**config.mk**
```make
export PLATFORM = sky130hd
export DESIGN_NAME = mdu_scheduler
export DESIGN_NICKNAME = d
export VERILOG_FILES = /design/src/rtl/mdu_sched_pkg.sv /design/src/rtl/mdu_latency_counter.sv /design/src/rtl/mdu_scheduler.sv
export SDC_FILE = /design/constraint.sdc
export NUM_CORES = 1
export LEC_CHECK = 0
export BUFFER_PORTS_ARGS = -buffer_cell sky130_fd_sc_hd__buf_4
export CAP_MARGIN = 20
export CORE_UTILIZATION = 40
export CTS_CLUSTER_SIZE = 12
export DETAILED_ROUTE_END_ITERATION = 10
export PLACE_DENSITY = 0.65
export RECOVER_POWER = 50
export SLEW_MARGIN = 20
export SYNTH_ARGS = -nofsm -noshare
export SYNTH_HDL_FRONTEND = slang
export SYNTH_SLANG_ARGS = --single-unit
```
**constraint.sdc**
```tcl
create_clock -name clock -period 2.1 [get_ports clock]
set_input_delay 0.105 -clock clock [delete_from_list [all_inputs] [get_ports clock]]
set_output_delay 0.105 -clock clock [all_outputs]
set_load 0.03 [all_outputs]
```
**src/rtl/mdu_sched_pkg.sv**
```systemverilog
// Shared encodings and default latencies for the multiply/divide issue scheduler.
package mdu_sched_pkg;

  typedef enum logic [2:0] {
    OP_READ_HI  = 3'b000,
    OP_READ_LO  = 3'b001,
    OP_WRITE_HI = 3'b010,
    OP_WRITE_LO = 3'b011,
    OP_SMUL     = 3'b100,
    OP_UMUL     = 3'b101,
    OP_SDIV     = 3'b110,
    OP_UDIV     = 3'b111
  } md_op_e;

  typedef enum logic [1:0] {
    ST_IDLE = 2'd0,
    ST_MUL  = 2'd1,
    ST_DIV  = 2'd2
  } sched_state_e;

  localparam int DEF_MUL_LATENCY = 5;
  localparam int DEF_DIV_LATENCY = 10;

  function automatic logic is_mul(input logic [2:0] op);
    return (op == OP_SMUL) || (op == OP_UMUL);
  endfunction

  function automatic logic is_div(input logic [2:0] op);
    return (op == OP_SDIV) || (op == OP_UDIV);
  endfunction

endpackage

```
**src/rtl/mdu_latency_counter.sv**
```systemverilog
// Loadable 5-bit down-counter; idles at zero so o_done doubles as "nothing pending".
module mdu_latency_counter (
  input  logic       clock,
  input  logic       reset,
  input  logic       i_load,
  input  logic [4:0] i_value,
  output logic       o_done
);

  logic [4:0] r_cnt;

  always_ff @(posedge clock or posedge reset) begin
    if (reset)              r_cnt <= '0;
    else if (i_load)        r_cnt <= i_value;
    else if (r_cnt != 5'd0) r_cnt <= r_cnt - 5'd1;
  end

  assign o_done = (r_cnt == 5'd0);

endmodule

```
**src/rtl/mdu_scheduler.sv**
```systemverilog
// Issue scheduler for the iterative multiply/divide unit: stalls ID while an op
// is in flight and emits a registered start pulse aligned with EX.
module mdu_scheduler
  import mdu_sched_pkg::*;
#(
  parameter int MUL_LATENCY = DEF_MUL_LATENCY,
  parameter int DIV_LATENCY = DEF_DIV_LATENCY
) (
  input  logic        clock,
  input  logic        reset,
  input  logic        req_valid,
  input  logic [2:0]  req_op,
  input  logic        flush,
  output logic        stall,
  output logic        busy,
  output logic        mdu_start,
  output logic [2:0]  mdu_op,
  output logic [15:0] stall_cycles
);

  sched_state_e r_state;
  logic         r_busy;
  logic         r_start;
  logic [2:0]   r_op;
  logic [15:0]  r_stall_cnt;

  logic       w_live, w_accept, w_start_mul, w_start_div, w_cnt_done;
  logic [4:0] w_load_val;

  // stall depends only on ports and the registered busy flag
  assign w_live      = req_valid & ~flush;
  assign w_accept    = w_live & ~r_busy;
  assign stall       = w_live & r_busy;
  assign w_start_mul = w_accept & is_mul(req_op);
  assign w_start_div = w_accept & is_div(req_op);
  assign w_load_val  = w_start_div ? 5'(DIV_LATENCY - 1) : 5'(MUL_LATENCY - 1);

  mdu_latency_counter u_cnt (
    .clock   (clock),
    .reset   (reset),
    .i_load  (w_start_mul | w_start_div),
    .i_value (w_load_val),
    .o_done  (w_cnt_done)
  );

  always_ff @(posedge clock or posedge reset) begin
    if (reset) begin
      r_state     <= ST_IDLE;
      r_busy      <= 1'b0;
      r_start     <= 1'b0;
      r_op        <= 3'b000;
      r_stall_cnt <= '0;
    end else begin
      r_start <= w_accept;
      if (w_accept) r_op <= req_op;
      if (stall && (r_stall_cnt != 16'hFFFF)) r_stall_cnt <= r_stall_cnt + 16'd1;
      case (r_state)
        ST_IDLE: begin
          if (w_start_mul) begin
            r_state <= ST_MUL;
            r_busy  <= 1'b1;
          end else if (w_start_div) begin
            r_state <= ST_DIV;
            r_busy  <= 1'b1;
          end
        end
        ST_MUL, ST_DIV: begin
          if (w_cnt_done) begin
            r_state <= ST_IDLE;
            r_busy  <= 1'b0;
          end
        end
        default: begin
          r_state <= ST_IDLE;
          r_busy  <= 1'b0;
        end
      endcase
    end
  end

  assign busy         = r_busy;
  assign mdu_start    = r_start;
  assign mdu_op       = r_op;
  assign stall_cycles = r_stall_cnt;

endmodule

```
==> results.toml <==
[status]
status = "complete, no violations"

[power_and_ir_drop]
total_power_mw = 1.632
pwr_density_cell_mw_per_mm2 = 988.3
ir_drop_uv = 555.0
p_leak_nw = 0.7821

[sta]
layout_setup_ws_ns = 0.2456
period_minus_slack_ns = 1.854
setup-tns-final_ns = 0
drv_slew = 0
hold_ws_ns = 0.04231
setup_viol = 0
finalHoldViolations = 0
rsz0062_at_grt = "no"
tightest_slew_ns = 0.6789
period_share = 0.8830
max_freq_mhz = 539.3
relSlewSlack = 0.5474
fin_worst_skew_ns = 0.004706

[synthesis]
synth-warning-count = 0
synth_common_cells = "dfrtp_1, nand3_1, inv_1, xor2_1"
synth_flop_cell = "dfrtp_1"
yosysSeqAreaShare = 0.5219
ys_types = 32
yosysTopAreaCell = "dfrtp_1"
synth_seq_cells = 28
avgSynthCellArea_um2 = 10.83
synth_fp_nets = 134
synth-edff-count = 0
postSynth.asyncResetShare = 1.000
ys_top_cells_by_area = "dfrtp_1, xor2_1, nand3_1, xnor2_1, ha_1"
synthCells = 124
synth_top_area_frac = 0.5219
yosys.cell_count.top_type = "dfrtp_1"
netlist_area_mm2 = 0.001343

[detailed_routing]
drcViolationCount = 0
wire_per_inst_um = 12.16
drt_iter0_drc = 42
viasPerCell = 5.020
antenna_left = 0
first_pass_iters = 4
wl_um = 2492
vias = 1029

[critical_path]
required_ns = 2.31
cp_num_cells = 5
max_stage_delay_ns = 0.44
crit_type = "reg -> reg"
cpMaxStageDelayCell = "dfrtp_1"
cp_max_fo = 8
end_kind = "flop"
reg2regPathDepth = 5
worst-path-buf-inv = 1
arrival_ns = 2.07
critPathTopFamily = "flip-flops"
startpoint_type = "flop"
crit_path_cell_trace = "ha_1, nand4_1, o41ai_2, buf_4, mux2_1"

[place]
dp_cells = 198
placed_area_mm2 = 0.001625
io_buffers = 28
dp_hpwl_um = 1874
dp_slack_ns = 0.2661
routabilityCongestion = 0.7278

[floorplanning]
die_area_mm2 = 0.003592
start_util = 0.4292
die_h_um = 59.94
dieWidth_um = 59.94
rows = 20
ios = 29
core_mm2 = 0.003128

[clock_network]
clk_pin_slew_ns = 0.14
clock_latency_ns = 0.31
cts_tree = "yes"
cts-root-buf = "clkbuf_4"
clk_path_buf_depth = 2
numCtsBuffers = 3
cts_sinks = 28
htree_levels = 1
cts_resized = 0
cts_setup_buffers = 0

[layout]
fin_cells = 205
drive_gt1_frac = 0.2112
fillCellCount = 292
nNetsFinal = 172
antenna_cells = 0
final_util = 0.5280
fin_area_mm2 = 0.001652
synthToLayoutAreaGrowth_pct = 23.02

[grt]
grt_overflow_total = 0
grt_usage = 0.1579
grt_pass1_vias = 977
antenna_found_initial = 0
grt_pass1_wl_um = 4305
grt_max_degree = 29

[worst_hold_path]
min_path_type = "in -> reg"
holdPathStages = 3

[flow_run]
maxCapViolCount = 0
## routing by layer
layer / global-route usage / share of wire
met5: 0 / 0
met2: 0.2492 / 0.46
met1: 0.2199 / 0.49
met4: 0.06312 / 0.019
met3: 0.01948 / 0.027
## cell type report
class,count,area [um2],area share
inverter,10,37.54,0.02273
tap,44,55.05,0.03333
timing repair buffer,35,230.2,0.1394
clock buffer,4,36.28,0.02197
sequential,28,700.7,0.4242
multi-input combinational,84,591.8,0.3583
## registers in the layout, summed over array words and instances (netlist names)
register and count:
busy 1, mdu_start 1, stall_cycles 16, u_cnt.r_cnt 5, r_state 2, mdu_op 3
## report_power, final
part           total, mW  switching [mW]  leakage, nW  internal (mW)
registers          0.774           0.111        0.364          0.663
clock network      0.253           0.147       0.0210          0.106
logic              0.606           0.371        0.397          0.234
## final timing paths
check,from,endpoint,slack (ns)
worst min-delay path,req_op[1],u_cnt.r_cnt[3],0.04
min in group asynchronous,reset,r_state[1],0.51
max in group asynchronous,reset,stall_cycles[5],1.15
worst min register to register,stall_cycles[15],stall_cycles[15],0.51
worst max register to register,stall_cycles[0],stall_cycles[1],0.25
worst max-delay path,stall_cycles[0],stall_cycles[1],0.25
## timing repair
action	in CTS	in global routing
endpoints found under the hold margin	29	1
setup endpoints to repair	0	0
hold buffers	2	1
## logic make-up after synthesis
logic type      synth area share
simple gates              0.2274
flops                     0.5219
fa+ha+maj                0.02796
buf+inv                  0.03728
compound gates           0.04940
mux                      0.02516
xor+xnor                  0.1109
## layout by cell type (no fill, tap or decap), drive strengths merged, types with 7 or more instances in the layout
master / synthesis / routed
clkbuf: 0 / 16
xnor2: 7 / 7
xor2: 10 / 10
dfrtp: 28 / 28
nand3: 14 / 14
buf: 2 / 20
nor2: 7 / 7
inv: 10 / 10
## worst register-to-register path, cell delays in order, from the launching register on
cell and delay (ns):
dfrtp_1 0.44, ha_1 0.21, nand4_1 0.16, o41ai_2 0.40
buf_4 0.22, mux2_1 0.32
Power figures use the tool's default switching activity.
